===== config.mk =====
export PLATFORM = sky130hd
export DESIGN_NAME = record_unit_fifo
export DESIGN_NICKNAME = d
export VERILOG_FILES = /design/src/rtl/record_pkg.sv /design/src/rtl/record_fifo.sv /design/src/rtl/record_unit_fifo.sv
export SDC_FILE = /design/constraint.sdc
export NUM_CORES = 1
export LEC_CHECK = 0
export BUFFER_PORTS_ARGS = -buffer_cell sky130_fd_sc_hd__buf_2
export CAP_MARGIN = 20
export CORE_MARGIN = 2
export CORE_UTILIZATION = 48
export CTS_CLUSTER_DIAMETER = 120
export DETAILED_ROUTE_END_ITERATION = 12
export PLACE_DENSITY_LB_ADDON = 0.25
export RECOVER_POWER = 50
export SKIP_LAST_GASP = 1
export SLEW_MARGIN = 20
export SYNTH_ARGS = -nofsm -noshare
export SYNTH_HDL_FRONTEND = slang
export SYNTH_SLANG_ARGS = --single-unit

===== constraint.sdc =====
create_clock -name clk -period 5.4 [get_ports clk]
set_input_delay 1.08 -clock clk [delete_from_list [all_inputs] [get_ports clk]]
set_output_delay 1.08 -clock clk [all_outputs]
set_load 0.1 [all_outputs]

===== src/rtl/record_pkg.sv =====
// Shared widths, default sizes and the status word for the record unit.
package record_pkg;

    localparam int DEF_WORD_W     = 32;
    localparam int DEF_FIFO_DEPTH = 4;

    // Index width that stays at least 1 bit for degenerate sizes.
    function automatic int clog2_safe(input int v);
        return (v <= 2) ? 1 : $clog2(v);
    endfunction

    typedef struct packed {
        logic overflow;
        logic parityErr;
    } record_status_t;

endpackage


===== src/rtl/record_fifo.sv =====
// Show-ahead FIFO: dout is the head entry, or the last popped word while empty; 0 latency.
// Push is refused only when full with no pop in the same cycle; pop is ignored when empty.
module record_fifo
    import record_pkg::*;
#(
    parameter int W     = 8,
    parameter int DEPTH = 4
) (
    input  logic                       clk,
    input  logic                       resetN,
    input  logic                       push,
    input  logic                       pop,
    input  logic [W-1:0]               din,
    output logic [W-1:0]               dout,
    output logic                       full,
    output logic                       empty,
    output logic [$clog2(DEPTH+1)-1:0] level
);

    localparam int AW = clog2_safe(DEPTH);
    localparam int LW = $clog2(DEPTH+1);

    logic [W-1:0]  mem [DEPTH];
    logic [AW-1:0] wr_ptr;
    logic [AW-1:0] rd_ptr;
    logic [W-1:0]  last_q;
    logic          do_push;
    logic          do_pop;

    assign full    = (level == LW'(DEPTH));
    assign empty   = (level == '0);
    assign do_pop  = pop & ~empty;
    assign do_push = push & (~full | do_pop);
    assign dout    = empty ? last_q : mem[rd_ptr];

    always_ff @(posedge clk or negedge resetN) begin
        if (!resetN) begin
            wr_ptr <= '0;
            rd_ptr <= '0;
            level  <= '0;
            last_q <= '0;
            for (int i = 0; i < DEPTH; i++) mem[i] <= '0;
        end else begin
            if (do_push) begin
                mem[wr_ptr] <= din;
                wr_ptr      <= wr_ptr + AW'(1);
            end
            if (do_pop) begin
                rd_ptr <= rd_ptr + AW'(1);
                last_q <= mem[rd_ptr];
            end
            if (do_push && !do_pop)      level <= level + LW'(1);
            else if (do_pop && !do_push) level <= level - LW'(1);
        end
    end

endmodule


===== src/rtl/record_unit_fifo.sv =====
// Serial strobe/data recorder into a show-ahead FIFO; word valid 1 clk after final sample event.
// Consumer drains with dataValid/dataReady; full FIFO drops words (sticky overflow). Option: RECORD_PARITY_EN.
module record_unit_fifo
    import record_pkg::*;
#(
    parameter int WORD_W     = DEF_WORD_W,
    parameter int FIFO_DEPTH = DEF_FIFO_DEPTH,
    parameter int LSB_FIRST  = 1
) (
    input  logic                            clk,
    input  logic                            resetN,
    input  logic                            enable,
    input  logic                            samplePulse,
    input  logic                            dIn,
    input  logic                            clearOvf,
    input  logic                            dataReady,
    output logic [WORD_W-1:0]               recordedOut,
    output logic                            dataValid,
    output logic                            overflow,
    output logic [$clog2(WORD_W+1)-1:0]     bitCount,
    output logic [$clog2(FIFO_DEPTH+1)-1:0] fifoLevel,
    output logic                            parityErr
);

    localparam int CW = $clog2(WORD_W+1);

    logic              pulse_s1, pulse_s2, pulse_d;
    logic              din_s1, din_s2;
    logic [WORD_W-1:0] sr;
    logic [WORD_W-1:0] sr_shift;
    logic [WORD_W-1:0] push_word;
    logic              sample_ev;
    logic              last_bit;
    logic              push;
    logic              pop;
    logic              drop;
    logic              fifo_full;
    logic              fifo_empty;
    record_status_t    status;

    assign sample_ev = enable & pulse_s2 & ~pulse_d;
    assign sr_shift  = (LSB_FIRST != 0) ? {din_s2, sr[WORD_W-1:1]} : {sr[WORD_W-2:0], din_s2};

`ifdef RECORD_PARITY_EN
    // The trailing parity bit is checked against the stored word, never shifted in.
    logic par_bad;
    assign last_bit  = (bitCount == CW'(WORD_W));
    assign push_word = sr;
    assign par_bad   = ^{sr, din_s2};
`else
    assign last_bit  = (bitCount == CW'(WORD_W-1));
    assign push_word = sr_shift;
`endif

    assign push      = sample_ev & last_bit;
    assign pop       = dataValid & dataReady;
    assign drop      = push & fifo_full & ~pop;
    assign dataValid = ~fifo_empty;
    assign overflow  = status.overflow;
    assign parityErr = status.parityErr;

    always_ff @(posedge clk or negedge resetN) begin
        if (!resetN) begin
            pulse_s1 <= 1'b0;
            pulse_s2 <= 1'b0;
            pulse_d  <= 1'b0;
            din_s1   <= 1'b0;
            din_s2   <= 1'b0;
            sr       <= '0;
            bitCount <= '0;
            status   <= '0;
        end else begin
            pulse_s1 <= samplePulse;
            pulse_s2 <= pulse_s1;
            pulse_d  <= pulse_s2;
            din_s1   <= dIn;
            din_s2   <= din_s1;

            if (!enable) begin
                sr       <= '0;
                bitCount <= '0;
            end else if (sample_ev) begin
                if (last_bit) begin
                    sr       <= '0;
                    bitCount <= '0;
                end else begin
                    sr       <= sr_shift;
                    bitCount <= bitCount + CW'(1);
                end
            end

            if (drop)          status.overflow <= 1'b1;
            else if (clearOvf) status.overflow <= 1'b0;
`ifdef RECORD_PARITY_EN
            if (push && par_bad) status.parityErr <= 1'b1;
            else if (clearOvf)   status.parityErr <= 1'b0;
`endif
        end
    end

    record_fifo #(
        .W     (WORD_W),
        .DEPTH (FIFO_DEPTH)
    ) u_fifo (
        .clk    (clk),
        .resetN (resetN),
        .push   (push),
        .pop    (pop),
        .din    (push_word),
        .dout   (recordedOut),
        .full   (fifo_full),
        .empty  (fifo_empty),
        .level  (fifoLevel)
    );

endmodule

==> impl_metrics.yaml <==
synthesis:
  synth_seq_area_share_pct: 54.3
  synth_fp_nets: 574
  ys_ff_latch: 210
  synthCells: 560
  netlist-cell-type-count: 35
  avgSynthCellArea_sq_um: 17.3
  synth_warnings: 1
  synth_area_sq_mm: 0.00967
cells_and_area:
  multi_input_area_sq_mm: 0.00413
  fillers: 1582
  fin_nets: 624
  area_growth_syn_to_layout_pct: 11.1
  seqCellArea_sq_mm: 0.00526
  drive_above_1_share_pct: 52.2
  final_core_util_pct: 54.9
  diodes: 0
clock_tree:
  numCtsBuffers: 23
  cts_root_buf: "clkbuf_16"
  clkLatencyLatePin_ns: 0.50
  cts_max_level: 1
  cts_sinks: 210
  cts_tree: "built"
  cts_resized: 0
  cts.clk_slew.worst_paths_ns: 0.06
  clk_path_buf_depth: 3
  postCtsSetupBuffers: 0
  cts_hold_buffers: 0
route:
  wl_per_cell_microns: 20.7
  vias_per_cell: 5.53
  drtIter0Drc: 179
  detail_route.first_pass.iterations: 5
  drc_errors: 0
  wl_mm: 18.4
  num_vias: 4907
  postRouteAntennaNets: 0
status:
  violations: "max-capacitance violations, max-slew violations"
  status: "finished with violations"
timing:
  fin_crit_sh_pct: 78.3
  setup_tns_ns: 0
  final-hold-violation-count: 0
  rsz0062_at_grt: "false"
  finalSetupViolCount: 0
  relSlewSlack_pct: -91.7
  layout_min_cycle_time_ns: 4.23
  tightest_slew_ns: 2.88
  fmax_ghz: 0.237
  finalClockSkew_ns: 0.0119
  slew_violations: 194
pwr:
  p_seq_share_pct: 51.0
  combPwrFrac_pct: 1.9
  swShare_pct: 21.4
  switchingPower_w: 0.000664
  irDropWorstVdd_mv: 0.170
  intPower_w: 0.00244
  clockPowerShare_pct: 47.1
  p_leak_nw: 5.20
  p_per_area_mw_per_mm2: 289
die:
  initial_core_util_pct: 49.4
  die_y_microns: 146
  dieArea_sq_mm: 0.0213
  core_area_sq_mm: 0.0196
  rows: 51
  dieWidth_microns: 146
  pin_count: 51
worst_setup_path:
  critPathKind: "register to primary output"
  startpoint_type: "register"
  crit_chain: "or3_1 -> mux2_2 -> buf_2"
  crit_family: "simple AND/OR/NAND/NOR gates"
  path_buf_inv: 1
  critPathSlowestCell: "or3_1"
  cp.arrival_ns: 3.15
  cp-end-kind: "primary output"
  crit_path_max_incr_delay_ns: 1.36
  crit_fanout: 35
  worstPathRequired_ns: 4.32
job:
  max_cap_viol_count: 4
hold_path:
  min_path_type: "register to register"
global_routing:
  grt_overflow: 0
  track_usage_pct: 18.0
  grt_max_degree: 117
  grt_pass1_wl_mm: 31.0
  grt_pass1_vias: 5488
  antenna_found_initial: 0
placed_design:
  gp_congestion: 0.734
  io_buffers: 49
  hpwl_mm: 10.7
[final cells by class]
class | instances | area share, %
clock buffers | 32 | 5.85
clock inverters | 6 | 0.512
inverters | 5 | 0.175
multi-input cells | 309 | 38.5
flip-flops and latches | 210 | 48.9
well taps | 265 | 3.08
repair buffers | 61 | 3.00
[routing by layer]
metal,share of wire (%),global-route usage (%)
met1,48,26.4
met2,47,28.5
met5,0,0
met3,2.3,2.23
met4,1.8,4.71
[state kept, by name, indices dropped and copies added, names as in the netlist]
signal,count
u_fifo.rd_ptr,2
u_fifo.level,3
pulse_s1,1
din_s2,1
u_fifo.last_q,32
sr,31
u_fifo.wr_ptr,2
pulse_s2,1
din_s1,1
bitCount,6
overflow,1
pulse_d,1
u_fifo.mem,128
[layout by cell type (no fill, tap or decap)]
cell type / Yosys / final
clkbuf_2: 1 / 3
o311ai_0: 1 / 1
mux2i_1: 1 / 1
xor2_1: 3 / 3
mux4_2: 32 / 32
nand2_1: 2 / 2
ha_1: 6 / 6
a221o_1: 1 / 1
nand3_1: 2 / 2
buf_4: 4 / 9
and4b_1: 1 / 1
and2_1: 2 / 2
nor4b_1: 0 / 1
nor3_1: 2 / 2
nand2b_1: 1 / 1
clkinv_2: 0 / 5
dfrtp_1: 210 / 208
bufinv_16: 0 / 1
inv_1: 5 / 5
nand3b_1: 3 / 3
mux2_4: 120 / 120
o21ai_0: 1 / 1
fa_1: 1 / 1
a21oi_2: 0 / 1
clkbuf_16: 0 / 23
nor4b_4: 5 / 4
xnor2_1: 4 / 4
clkbuf_1: 11 / 11
nand4b_4: 2 / 2
mux2_2: 75 / 75
clkbuf_8: 0 / 2
nand2_2: 1 / 1
buf_2: 8 / 45
dfrtp_2: 0 / 2
a21oi_1: 2 / 1
nor2_1: 4 / 4
or3_1: 2 / 3
o41ai_1: 1 / 1
a22o_1: 32 / 32
conb_1: 1 / 1
[power by group through the flow]
stage | clock network (W) | logic (W) | registers, W
after floorplan | 0 | 0.0000149 | 0.00161
after global placement | 0 | 0.0000614 | 0.00161
after detailed placement | 0 | 0.0000633 | 0.00161
after CTS | 0.00150 | 0.0000636 | 0.00158
after global routing | 0.00156 | 0.0000666 | 0.00158
final | 0.00146 | 0.0000585 | 0.00158
[cell families (layout without fill, tap and decap cells)]
| kind of cell | count (synthesis) | count (layout) | synth area share [%] |
|---|---|---|---|
| other | 1 | 1 | 0.0388 |
| and+or+nand+nor | 28 | 28 | 2.96 |
| muxes | 228 | 228 | 34.9 |
| xor gates and xnor gates | 7 | 7 | 0.634 |
| buffers and inverters | 41 | 104 | 2.79 |
| adders and majority gates | 7 | 7 | 0.983 |
| AOI/OAI and AO/OA | 38 | 38 | 3.34 |
| DFF | 210 | 210 | 54.3 |
[worst paths after layout]
kind,from,end,slack (ns),cells past startpoint
max,u_fifo.level[0],recordedOut[14],1.17,3
min,pulse_s1,pulse_s2,0.35,0
max reg2reg,u_fifo.level[1],u_fifo.level[1],1.54,6
min reg2reg,pulse_s1,pulse_s2,0.35,0
max in group asynchronous,resetN,u_fifo.rd_ptr[1],1.36,2
min in group asynchronous,resetN,u_fifo.last_q[6],1.45,1
[Yosys cell counts, drive strengths merged]
cell | n | area [sq um]
xor2 | 3 | 26.3
xnor2 | 4 | 35.0
a22o | 32 | 280
and2 | 2 | 12.5
and4b | 1 | 10.0
mux2i | 1 | 10.0
inv | 5 | 18.8
o41ai | 1 | 8.76
mux2 | 195 | 2650
conb | 1 | 3.75
clkbuf | 12 | 46.3
ha | 6 | 75.1
nand2 | 3 | 13.8
o21ai | 1 | 5.00
fa | 1 | 20.0
nand2b | 1 | 6.26
mux4 | 32 | 721
nand4b | 2 | 47.6
nand3b | 3 | 22.5
o311ai | 1 | 8.76
buf | 24 | 205
nor3 | 2 | 10.0
nand3 | 2 | 10.0
or3 | 3 | 20.0
dfrtp | 210 | 5260
a21oi | 2 | 10.0
nor2 | 4 | 15.0
nor4b | 5 | 119
a221o | 1 | 10.0
[per-stage QoR]
step	instances	total power (W)	hold slack, ns	setup WS (ns)	cell area [sq um]
after global routing	888	0.00321	0.357	0.633	10700
after CTS	888	0.00314	0.348	1.32	10800
after global placement	850	0.00167	0.332	1.86	10100
after detailed placement	850	0.00167	0.335	1.84	10100
final	888	0.00310	0.347	1.17	10700
after floorplan	560	0.00163	0.331	1.73	9670
Note: power is estimated with default switching activity, not from simulation.
